## src/rtl/queue_msg_reader.sv

```systemverilog
// Drains length-prefixed messages from a first-word-fall-through FIFO.
// Payload words go out on a registered valid/ready stream, marked with start and end of message.
module queue_msg_reader #(
    parameter int DATA_SIZE  = 32,
    parameter int LEN_WIDTH  = 8,
    parameter int MAX_LEN    = 64,
    parameter int TYPE_WIDTH = 8,
    parameter int CNT_WIDTH  = 16
) (
    input  logic                  clk,
    input  logic                  reset,
    input  logic                  q_empty,
    input  logic [DATA_SIZE-1:0]  q_pop_data,
    output logic                  q_pop,
    output logic                  out_valid,
    input  logic                  out_ready,
    output logic [DATA_SIZE-1:0]  out_data,
    output logic                  out_sop,
    output logic                  out_eop,
    output logic [TYPE_WIDTH-1:0] out_type,
    output logic                  len_err,
    output logic [CNT_WIDTH-1:0]  msg_count,
    output logic [CNT_WIDTH-1:0]  err_count,
    output logic                  fsm_state
);

    typedef enum logic {
        HDR     = 1'b0,
        PAYLOAD = 1'b1
    } state_t;

    state_t               state;
    logic [LEN_WIDTH-1:0] remaining;
    logic [LEN_WIDTH-1:0] msg_len;
    logic [LEN_WIDTH-1:0] hdr_len;
    logic                 hdr_ok;
    logic                 slot_free;
    logic                 accept;

    // Handshake: a word transfers on a cycle with out_valid && out_ready. Once out_valid
    // rises, out_data/out_sop/out_eop hold until that transfer. The register may be reloaded
    // in the same cycle that its current word transfers.
    assign slot_free = !out_valid || out_ready;
    assign accept    = out_valid && out_ready;

    assign hdr_len = q_pop_data[LEN_WIDTH-1:0];
    assign hdr_ok  = (hdr_len != '0) && (hdr_len <= LEN_WIDTH'(MAX_LEN));

    // Headers never touch the output register, so they pop even while an eop word waits.
    assign q_pop     = (state == HDR) ? !q_empty : (!q_empty && slot_free);
    assign fsm_state = state;

    always_ff @(posedge clk or posedge reset) begin
        if (reset) begin
            state     <= HDR;
            remaining <= '0;
            msg_len   <= '0;
            out_valid <= 1'b0;
            out_data  <= '0;
            out_sop   <= 1'b0;
            out_eop   <= 1'b0;
            out_type  <= '0;
            len_err   <= 1'b0;
            msg_count <= '0;
            err_count <= '0;
        end else begin
            len_err <= 1'b0;
            if (accept && out_eop) begin
                msg_count <= msg_count + CNT_WIDTH'(1);
            end
            if (accept) begin
                out_valid <= 1'b0;
            end
            case (state)
                HDR: begin
                    if (q_pop) begin
                        if (hdr_ok) begin
                            out_type  <= q_pop_data[DATA_SIZE-1 -: TYPE_WIDTH];
                            remaining <= hdr_len;
                            msg_len   <= hdr_len;
                            state     <= PAYLOAD;
                        end else begin
                            len_err   <= 1'b1;
                            err_count <= err_count + CNT_WIDTH'(1);
                        end
                    end
                end
                PAYLOAD: begin
                    if (q_pop) begin
                        out_data  <= q_pop_data;
                        out_valid <= 1'b1;
                        out_sop   <= (remaining == msg_len);
                        out_eop   <= (remaining == LEN_WIDTH'(1));
                        remaining <= remaining - LEN_WIDTH'(1);
                        if (remaining == LEN_WIDTH'(1)) begin
                            state <= HDR;
                        end
                    end
                end
                default: state <= HDR;
            endcase
        end
    end

endmodule

```

## config.mk

```make
export PLATFORM = sky130hd
export DESIGN_NAME = queue_msg_reader
export DESIGN_NICKNAME = d
export VERILOG_FILES = /design/src/rtl/queue_msg_reader.sv
export SDC_FILE = /design/constraint.sdc
export NUM_CORES = 1
export LEC_CHECK = 0
export CORE_MARGIN = 5
export CORE_UTILIZATION = 48
export DETAILED_ROUTE_END_ITERATION = 12
export PLACE_DENSITY = 0.8
export SYNTH_ARGS = -nofsm -noshare
export SYNTH_HDL_FRONTEND = slang
export SYNTH_SLANG_ARGS = --single-unit
```

## constraint.sdc

```tcl
create_clock -name clk -period 4.44 [get_ports clk]
set_clock_uncertainty 0.15 [all_clocks]
set_input_delay 0.888 -clock clk [delete_from_list [all_inputs] [get_ports clk]]
set_output_delay 0.888 -clock clk [all_outputs]
set_load 0.02 [all_outputs]
```

Word-level counts from Yosys, hierarchy flattened

Cells that the tools add are included.

Register bits: 93
Bits in latches: 0
Bits in writable memories: 0
Bits in read-only memories: 0
Output and inout port bits: 78
Word-level logic and storage cells: 50
Memories: 0

Add/sub/neg operators: 3
$mul: 0
Divide/modulo/power cells: 0
Order comparisons: 1
Equality and inequality tests: 5
Shift operators: 0
Multiplexer cells: 16
Bitwise logic cells: 2
Reduce and logical (&&, ||, !) cells: 12

Operators by type and width:

| operator                                                               | number |
|---|---|
| 16-bit by 1-bit adder with 16-bit output (second input constant)       | 2 |
| 8-bit two-way mux                                                      | 3 |
| 8-bit one-hot mux with 2 select lines                                  | 1 |
| 1-bit two-way mux                                                      | 11 |
| 3-bit AND reduction                                                    | 3 |
| 8-bit by 1-bit == test with 1-bit output (second input constant)       | 1 |
| 8-bit == test                                                          | 1 |
| 8-bit by 7-bit <= comparator with 1-bit output (second input constant) | 1 |
| 8-bit nonzero test                                                     | 1 |
| 8-bit by 1-bit subtractor with 8-bit output (second input constant)    | 1 |
| 2-bit != test (second input constant)                                  | 3 |
| 1-bit logical AND                                                      | 4 |
| 1-bit zero test                                                        | 2 |
| 1-bit inverter                                                         | 2 |
| 1-bit one-hot mux with 2 select lines                                  | 1 |
| 2-bit AND reduction                                                    | 1 |
| 1-bit logical OR                                                       | 1 |

Longest topological paths before layout

Gate-level depths: netlist of the first run.

Depth in word-level cells: 6
Mapped depth: 7
Gate-level depth less buffers: 6

Worst setup path before layout of the first run

No wires, ideal clock.

Path kind: in2reg
From: input q_pop_data[0]
To: register err_count[3]
Arrival time: 2199 ps
Required time: 4159 ps
Setup slack: 1960 ps
Stages on the path: 6
Buffers on the path: 1
Cell sequence: nor4_4 > nand3_2 > a311oi_4 > buf_6 > nand3_4 > xnor2_2

Cells in the longest elaborated chain, start to end: 4
Elaborated cells between the ends (all ways): 5

RTL lines:

| item                                                                                 | RTL line | source |
|---|---|---|
| start: declaration                                                                   | 13       | `input logic [DATA_SIZE-1:0] q_pop_data,` |
| 8-bit by 7-bit <= comparator with 1-bit output or 8-bit nonzero test (tied branches) | 47       | `assign hdr_ok = (hdr_len != '0) && (hdr_len <= LEN_WIDTH'(MAX_LEN));` |
| 1-bit logical AND *                                                                  | 47       |  |
| 1-bit inverter (no source line) *                                                    | -        |  |
| 3-bit AND reduction (no source line) *                                               | -        |  |
| end signal: assignment                                                               | 84       | `err_count <= err_count + CNT_WIDTH'(1);` |
| end: declaration                                                                     | 23       | `output logic [CNT_WIDTH-1:0] err_count,` |

Mark *: on every way between the ends. The rest lies on a longest branch, timed or not.
A chain may end at the register's enable or synchronous reset.

Worst setup path in the final report of the first run

From: input out_ready
To: output q_pop

Cells in the longest elaborated chain, start to end: 3

RTL lines:

| item               | RTL line | source |
|---|---|---|
| start: declaration | 16       | `input logic out_ready,` |
| 1-bit logical OR   | 43       | `assign slot_free = !out_valid \|\| out_ready;` |
| 1-bit logical AND  | 50       | `assign q_pop = (state == HDR) ? !q_empty : (!q_empty && slot_free);` |
| 1-bit two-way mux  | 50       |  |
| end: declaration   | 14       | `output logic q_pop,` |

Every way passes these cells.

==> results.md, run 1 <==
- Die area: 10600 sq um
- CP max stage cell: clkdlybuf4s50_1
- Final setup TNS: 0 ns
- Worst Hold Launch: msg_count[15]$_DFFE_PP0P_
- H-tree depth: 3
- Final-report hold violation count: 0
- WP depth: 4
- Routed wire length: 9700 um
- Slack of the critical path: 1.04 ns
- Worst Hold Class: reg2reg
- Endpoints failing setup: 0
- First-pass GRT wire length: between 15000 and 20000 um
- Worst r2r path cells: 5
- Post-synthesis cell count: 420
- CTS resizes: 0
- Hold path cells: 1
- Pwr/cell area: around 550 nW/um^2
- Area Overhead vs Synth: 34.7%
- Vias/cell: 5.15
- Main synth FF type: dfrtp_1
- Leakage power: about 2.6 nW
- Worst Path Buf+Inv: 2
- Worst setup SP type: input port
- Worst VDD drop: between 0.3 and 0.4 mV
- Drt drc: 0
- Crit-path max cell delay: a little under 0.6 ns
- Critical path endpoint category: output pin
- Cell with the most instances on the worst path: clkdlybuf4s50_1
- Horiz. Die Dim: slightly above 100 um
- Final Max Tran Viols: 0
- Fillers: ~650
- CP max FO: 5
- Vias in the first global route: approximately 3.3k
- Max Fclk: 0.294 GHz
- Clk Latency, worst-skew pair: between 0.3 and 0.4 ns
- Num rows: 33
- Worst path top cell family by delay: buffers and inverters
- RSZ-0062 raised after global routing: false
- Post-synth EDFFs: 0
- Fin crit period: around 3.4 ns
- PortBufs: 113
- Antenna violations before repair: 0
- Syn_nets: between 400 and 500
- Setup Fix Bufs, Post-CTS: 0
- Largest net degree at the start of global routing: 48
- NumNets Final: ~570
- Pre-antenna DRT Iters: 4
- Layout cells sized above 1: 0.0761
- CTS tree: yes
- Most common cell after layout, fill and taps aside: nand2_1
- Asr flop ratio synth: 1.00
- Reg clk slew, reported paths: around 0.08 ns
- Worst endpoint required time: between 3 and 4 ns
- Kind of critical path: in2out
- Hold Buf Count CTS: 0
- Synthesized area: around 4100 sq um
- Yosys warns: 0
- Vias: ~3.3k
- Grt ovf: 0
- Worst R2R Setup Slack: 1.83 ns
- R2r endpoint: remaining[5]$_DFFE_PP0P_
- FF-to-FF Start: fsm_state$_DFF_PP0_
- Num ports: about 110
- GP Congestion: about 0.9
- Clock buffer depth: 2
- Post-synthesis sequential area ratio: 0.562
- Place WS: approximately 0.9 ns
- Post-DP HPWL: 7130 um
- CTS Root Cell: clkbuf_8
- Run status: finished clean
- Synth cell types: 46
- MaxCap Viol Count: 0
- Initial core utilization: 0.499
- Total CTS buffers: 9
- Final period utilization: 0.766
- Rel. slew slack: 0.383
- Die height: 103 um
- Most frequent cells in the layout: nand2_1 (160), clkdlybuf4s50_1 (113), dfrtp_1 (93)
- Synthesized flop and latch total: 93
- Critical Path AT: 2.36 ns
- Mean post-synth cell area: just under 10 sq um
- Ant diodes: 0
- Cells along the critical path: clkdlybuf4s50_1 > nor2b_1 > a21oi_1 > clkdlybuf4s50_1
- Routed WL per cell: approximately 15 um
- Core footprint: 8300 sq um
- Routed Antenna Nets: 0
- WHS Endpoint: msg_count[15]$_DFFE_PP0P_
- Clock sinks: 93
- Global Route Usage Sum: 0.188
- Initial detailed-routing violation count: just under 90
- Worst Tran Pin Value: roughly 0.9 ns
-- state kept, by name, indices dropped and copies added (netlist names) --
register / count
out_type: 8
out_eop: 1
fsm_state: 1
out_sop: 1
msg_len: 8
out_valid: 1
msg_count: 16
len_err: 1
remaining: 8
out_data: 32
err_count: 16
-- layout make-up --
class	count	area [sq um]	share of cell area
Sequential cell	93	2330	0.417
Multi-Input combinational cell	303	1710	0.307
Clock inverter	6	71.3	0.0128
Inverter	9	35.0	0.00628
Timing Repair Buffer	118	1170	0.210
Tap cell	105	131	0.0236
Clock buffer	10	128	0.0229
-- cell usage after synthesis (all sizes together) (2+ instances only) --
| master | number | area [sq um] |
|---|---|---|
| ha | 4 | 50.1 |
| nor4 | 6 | 67.6 |
| dfrtp | 93 | 2330 |
| xnor2 | 31 | 287 |
| inv | 9 | 33.8 |
| a21oi | 5 | 25.0 |
| buf | 4 | 26.3 |
| o211ai | 2 | 15.0 |
| and3 | 7 | 43.8 |
| mux2 | 2 | 22.5 |
| nor2 | 11 | 41.3 |
| nor3 | 7 | 35.0 |
| nand2 | 161 | 607 |
| nand4 | 12 | 75.1 |
| nand3 | 9 | 85.1 |
| o21ai | 10 | 53.8 |
| or3 | 6 | 37.5 |
| xor2 | 7 | 61.3 |
| o22ai | 2 | 12.5 |
| nand2b | 2 | 12.5 |
| and2 | 2 | 13.8 |
| clkbuf | 11 | 41.3 |
| or2 | 2 | 12.5 |
-- power breakdown --
| part | switching (mW) | internal (mW) |
|---|---|---|
| registers | 0.215 | 1.09 |
| clock network | 0.302 | 0.267 |
| logic | 0.645 | 0.558 |
-- layer usage --
metal | GRT usage | up-vias | part of all wire
li1 | - | 1604 | -
met1 | 0.261 | 1598 | 0.44
met2 | 0.298 | 104 | 0.47
met3 | 0.0494 | 9 | 0.075
met4 | 0.0468 | 0 | 0.0085
met5 | 0 | - | 0
-- worst max path at each step --
stage / startpoint / endpoint / slack [ns]
after floorplan: reset / err_count[0]$_DFFE_PP0P_ / 0.98
after global placement: q_pop_data[0] / err_count[1]$_DFFE_PP0P_ / 0.95
after detailed placement: q_pop_data[0] / err_count[15]$_DFFE_PP0P_ / 0.90
after CTS: out_ready / q_pop / 1.02
after global routing: out_ready / q_pop / 0.98
final: out_ready / q_pop / 1.04
-- per-stage QoR --
step | cell area (sq um) | power, mW | utilization | cells | hold WS (ns)
floorplan | 4140 | 1.96 | - | 420 | 0.317
global route | 5580 | 3.26 | 0.672 | 644 | 0.356
finish | 5580 | 3.07 | 0.672 | 644 | 0.317
detailed placement | 5380 | 2.53 | 0.648 | 628 | 0.306
CTS | 5580 | 3.10 | 0.672 | 644 | 0.322
global placement | 5380 | 2.50 | 0.648 | 628 | 0.308
-- cells by family after synthesis --
logic type               synth area share
AND/OR/NAND/NOR                     0.258
flip-flops                          0.562
XOR/XNOR                           0.0841
AO/OA/AOI/OAI                      0.0538
buffers and inverters              0.0245
adder cells (fa/ha/maj)            0.0121
multiplexers                      0.00544
(Power assumes the default switching activity.)
==> run 2, diff against run 1 <==
==> constraint.sdc (replaced) <==
create_clock -name clk -period 3.4 [get_ports clk]
set_clock_uncertainty 0.15 [all_clocks]
set_input_delay 0.68 -clock clk [delete_from_list [all_inputs] [get_ports clk]]
set_output_delay 0.68 -clock clk [all_outputs]
set_load 0.02 [all_outputs]
==> run 2 against run 1 <==
Utilization grew 0.39 points. Non-clock buffer count rose by 4. Cell count grew 0.62%. Worst setup slack worse by 0.62 ns. Clock power increased by 23%. Critical path depth is the same. Sequential cell count unchanged. Via count is 1.7% higher. Combinational power up 33%. Hold slack improved by 0.0049 ns. Power grew 30%. Critical path type unchanged. Largest power group unchanged. Highest routed layer unchanged.
==> results.md, run 2 (synthesis gave the netlist of run 1 again) <==
- Placement Cell Area: 5420 sq um
- First-pass GRT wire length: about 16000 um
- Leakage power: 2.58 nW
- Initial core utilization: 0.499
- Pre-antenna DRT Iters: 4
- Critical Path AT: between 2 and 2.5 ns
- H-tree depth: 3
- Worst Hold Class: reg2reg
- Pwr/cell area: a little over 700 nW/um^2
- Post-DP HPWL: approximately 7400 um
- Grt ovf: 0
- RSZ-0062 raised after global routing: false
- Worst Tran Pin Value: ~1.2 ns
- Ant diodes: 0
- Post-layout util: 0.676
- Layout cells sized above 1: 0.0810
- Setup Fix Bufs, Post-CTS: 0
- Global Route Usage Sum: 0.194
- Final-report hold violation count: 0
- Most used routing layer: met2
- Internal power: approximately 2.5 mW
- Final period utilization: 0.875
- Worst VDD drop: ~0.42 mV
- Grt met1 use: 0.262
- Die height: between 100 and 150 um
- Overall power: around 4 mW
- Kind of critical path: in2out
- GP Congestion: 0.857
- Net switching power: approximately 1.5 mW
- Clock buffer depth: 2
- Max reg flops: 32
- Drt drc: 0
- Critical path endpoint category: output pin
- Routed wire length: between 9000 and 10000 um
- CTS Root Cell: clkbuf_8
- Met2 GRT Util: 0.317
- Comb pwr share: 0.398
- CTS tree: yes
- Endpoints failing setup: 0
- Most frequent cells in the layout: nand2_1 (160), clkdlybuf4s50_1 (113), dfrtp_1 (93)
- Register bank with the most flops: out_data
- Vias/cell: 5.20
- Clock sinks: 93
- Slack of the critical path: approximately 0.42 ns
- Clk Latency, worst-skew pair: between 0.3 and 0.4 ns
- Initial detailed-routing violation count: between 150 and 200
- Sequential power share: 0.426
- Max Fclk: between 0.3 and 0.4 GHz
- Fillers: between 600 and 700
- Area Overhead vs Synth: 35.5%
- Reg clk slew, reported paths: approximately 0.09 ns
- PortBufs: 113
- NumNets Final: around 580
- Horiz. Die Dim: 103 um
- M3 GR Usage: 0.0487
- Worst endpoint required time: between 2 and 3 ns
- Core footprint: 8300 sq um
- MaxCap Viol Count: 0
- Num rows: 33
- Run status: finished clean
- Hold Buf Count CTS: 0
- Design Area, Final: about 5600 sq um
- Largest net degree at the start of global routing: 38
- Rel. slew slack: 0.179
- Vias: around 3.4k
- CP max FO: 5
- CTS resizes: 0
- Worst setup SP type: input port
- Total CTS buffers: 9
- Place WS: 0.0387 ns
- Antenna violations before repair: 0
- Routed Antenna Nets: 0
- Largest registers: out_data (32), err_count (16), msg_count (16)
- Switching Share: 0.377
- Final setup TNS: 0 ns
- Die area: ~11000 sq um
- Most common cell after layout, fill and taps aside: nand2_1
- Final Max Tran Viols: 0
- Vias in the first global route: ~3.4k
- Routed WL per cell: roughly 15 um
- Clock power frac: 0.176
- Fin crit period: slightly below 3 ns
- Num ports: 114
-- run 2: cell types whose count changed in the layout (fill, tap and decap cells not counted), sizes merged --
cell    delta
buf        +4
bufinv     -1
clkbuf     +4
clkinv     -1
inv        -2
-- run 2: path summary, 6_finish.rpt --
check                                          start                         to  slack [ns]  cells after the start
hold / removal             err_count[15]$_DFFE_PP0P_  err_count[15]$_DFFE_PP0P_        0.32                      1
setup reg to reg                 fsm_state$_DFF_PP0_        fsm_state$_DFF_PP0_        0.72                      4
max in group asynchronous                      reset    out_data[2]$_DFFE_PP0P_        1.83                      3
setup / recovery                           out_ready                      q_pop        0.42                      4
hold reg to reg            err_count[15]$_DFFE_PP0P_  err_count[15]$_DFFE_PP0P_        0.32                      1
min in group asynchronous                      reset  msg_count[14]$_DFFE_PP0P_        0.57                      2
-- run 2: power groups by stage --
stage	logic [mW]	clock network (mW)	registers, mW
3_3_place_gp	1.57	0	1.70
4_1_cts	1.61	0.719	1.70
3_5_place_dp	1.60	0	1.72
2_1_floorplan	0.609	0	1.95
6_report	1.59	0.702	1.70
5_1_grt	1.74	0.761	1.75
-- run 2: critical path: stages --
cell and delay [ns]:
clkdlybuf4s50_1 0.44, nor2b_1 0.32, a21oi_1 0.14, clkdlybuf4s50_1 0.57
-- run 2: area by class of cell --
cell class / instances / area, sq um / area share
Clock buffer: 14 / 173 / 0.0308
Inverter: 9 / 35.0 / 0.00625
Sequential cell: 93 / 2330 / 0.415
Timing Repair Buffer: 122 / 1210 / 0.216
Clock inverter: 2 / 16.3 / 0.00290
Multi-Input combinational cell: 303 / 1710 / 0.306
Tap cell: 105 / 131 / 0.0234
-- run 2: metrics by stage --
| stage | cells | hold slack (ns) |
|---|---|---|
| floorplan | 420 | 0.317 |
| global placement | 632 | 0.308 |
| detailed placement | 632 | 0.312 |
| CTS | 648 | 0.328 |
| global route | 648 | 0.342 |
| finish | 648 | 0.322 |
-- run 2: metal layers --
layer,vias to the layer above,wire (um)
li1,1610,-
met1,1642,4280
met2,110,4740
met3,8,763
met4,0,94
met5,-,0
==> run 3, diff against run 2 <==
--- a/config.mk
+++ b/config.mk
@@ -5,10 +5,12 @@
 export SDC_FILE = /design/constraint.sdc
 export NUM_CORES = 1
 export LEC_CHECK = 0
+export CELL_PAD_IN_SITES_DETAIL_PLACEMENT = 1
+export CELL_PAD_IN_SITES_GLOBAL_PLACEMENT = 2
 export CORE_MARGIN = 5
-export CORE_UTILIZATION = 48
+export CORE_UTILIZATION = 29
 export DETAILED_ROUTE_END_ITERATION = 12
-export PLACE_DENSITY = 0.8
+export PLACE_DENSITY_LB_ADDON = 0.1
 export SYNTH_ARGS = -nofsm -noshare
 export SYNTH_HDL_FRONTEND = slang
 export SYNTH_SLANG_ARGS = --single-unit
==> run 3 against run 2 <==
Critical path depth stayed put. Count of clock-buffer cells in the layout down 4. Routed wire length is 17% higher. Utilization decreased by 26 points. Via count increased by 0.50%. Non-clock buffer count up 2. Cell count grew 12%. Sequential share of layout area fell by 1.7 points. Power is 11% higher. Global-route usage decreased by 5.2 points. Critical path type unchanged.
==> results.md, run 3 (synthesis gave the netlist of run 1 again) <==
- Run status: finished clean
- Core footprint: roughly 14000 sq um
- Fin crit period: between 2 and 3 ns
- Fillers: roughly 1.6k
- Clock sinks: 93
- Largest net degree at the start of global routing: just under 50
- Layout cells sized above 1: 0.0881
- Final period utilization: 0.853
- Most common cell after layout, fill and taps aside: nand2_1
- MaxCap Viol Count: 0
- Final-report hold violation count: 0
- Total CTS buffers: 9
- Final setup TNS: 0 ns
- Final Max Tran Viols: 0
- Vias/cell: around 4.7
- First-pass GRT wire length: 19000 um
- Register bank with the most flops: out_data
- Die area: between 15000 and 20000 sq um
- Worst path top cell family by delay: buffers and inverters
- Initial detailed-routing violation count: 187
- Endpoints failing setup: 0
- Routed Antenna Nets: 0
- Max reg flops: 32
- Post-Route M1 WL: between 5000 and 6000 um
- Max Fclk: around 0.34 GHz
- CP max FO: 5
- Routed WL per cell: 15.9 um
- Met2 WL: between 5000 and 6000 um
- CTS Root Cell: clkbuf_16
- Num rows: 43
- Clock buffer depth: 2
- H-tree depth: 3
- Initial core utilization: 0.297
- Most frequent cells in the layout: nand2_1 (160), clkdlybuf4s50_1 (113), dfrtp_1 (93)
- Worst setup SP type: input port
- Crit-path max cell delay: approximately 0.66 ns
- PortBufs: roughly 110
- Setup Fix Bufs, Post-CTS: 0
- Largest registers: out_data (32), err_count (16), msg_count (16)
- Grt ovf: 0
- Reg clk slew, reported paths: roughly 0.060 ns
- Critical path endpoint category: output pin
- Cells along the critical path: clkdlybuf4s50_1 > buf_4 > a21oi_1 > clkdlybuf4s50_1
- Die height: between 100 and 150 um
- Num ports: ~110
- Rel. slew slack: 0.599
- Area occupied by multi-input gates: 1710 sq um
- Drt drc: 0
- Global Route Usage Sum: 0.143
- Routed wire length: ~12000 um
- Worst Path Buf+Inv: 3
- Leakage power: around 2.7 nW
- Worst Hold Launch: err_count[15]$_DFFE_PP0P_
- RSZ-0062 raised after global routing: false
- Area Overhead vs Synth: 41.5%
- CTS resizes: 0
- Hold Buf Count CTS: 0
- Horiz. Die Dim: roughly 130 um
- Pwr/cell area: about 760 nW/um^2
- CTS tree: yes
- Vias: ~3.4k
- Antenna violations before repair: 0
- Clk Latency, worst-skew pair: 0.35 ns
- Ant diodes: 0
- GP Congestion: a little under 0.8
- Worst Tran Pin Value: about 0.60 ns
- Worst endpoint required time: approximately 2.6 ns
- Crit path launch: q_empty
- Kind of critical path: in2out
- Cell with the most instances on the worst path: clkdlybuf4s50_1
- Critical Path AT: just over 2 ns
- NumNets Final: a little under 600
- Worst VDD drop: 0.441 mV
- FF-to-FF Start: fsm_state$_DFF_PP0_
- Pre-antenna DRT Iters: 4
- Post-layout util: 0.420
- Vias in the first global route: 3584
- Post-DP HPWL: around 8400 um
- Top Metal Used: met4
- Worst Hold Class: reg2reg
- CP max stage cell: clkdlybuf4s50_1
- Worst R2R Setup Slack: 1.10 ns
- Met3 Routed Length: slightly below 600 um
- FF/Latch Area: between 2000 and 2500 sq um
==> run 3: cell types whose count changed in the layout (fill, tap and decap cells not counted), sizes merged <==
cell    delta
bufinv     +2
clkinv     +1
buf        +2
clkbuf     -4
inv        +1
==> run 3: through the flow <==
step           power (mW)  worst slack (ns)  hold WS, ns  cells  area [sq um]
2_1_floorplan        2.56             0.150        0.317    420          4140
3_3_place_gp         3.36             0.379        0.309    709          5530
3_5_place_dp         3.39             0.328        0.314    709          5530
4_1_cts              4.52             0.468        0.329    725          5850
5_1_grt              4.73             0.460        0.348    725          5850
6_report             4.44             0.500        0.320    725          5850
==> run 3: metal layers <==
metal / vias to the layer above / global-route usage
li1: 1622 / -
met1: 1682 / 0.177
met2: 73 / 0.242
met3: 10 / 0.0404
met4: 0 / 0.0440
met5: - / 0
==> run 3: path summary, 6_finish.rpt <==
| kind | endpoint | cells past startpoint |
|---|---|---|
| setup / recovery | q_pop | 4 |
| hold / removal | err_count[15]$_DFFE_PP0P_ | 1 |
| setup reg to reg | remaining[2]$_DFFE_PP0P_ | 6 |
| hold reg to reg | err_count[15]$_DFFE_PP0P_ | 1 |
| max in group asynchronous | out_data[13]$_DFFE_PP0P_ | 3 |
| min in group asynchronous | out_data[14]$_DFFE_PP0P_ | 2 |
==> run 3: layout make-up <==
| cell class | instances | area share |
|---|---|---|
| inverter | 9 | 0.00620 |
| clock buffer | 10 | 0.0408 |
| timing repair buffer | 124 | 0.209 |
| sequential | 93 | 0.398 |
| clock inverter | 6 | 0.0147 |
| multi-input combinational | 303 | 0.293 |
| tap | 180 | 0.0385 |
==> run 3: power breakdown <==
group / switching (mW) / total (mW) / internal (mW)
Combinational: 0.886 / 1.64 / 0.751
Sequential: 0.280 / 1.70 / 1.42
Clock: 0.436 / 1.10 / 0.663
Total: 1.60 / 4.44 / 2.83
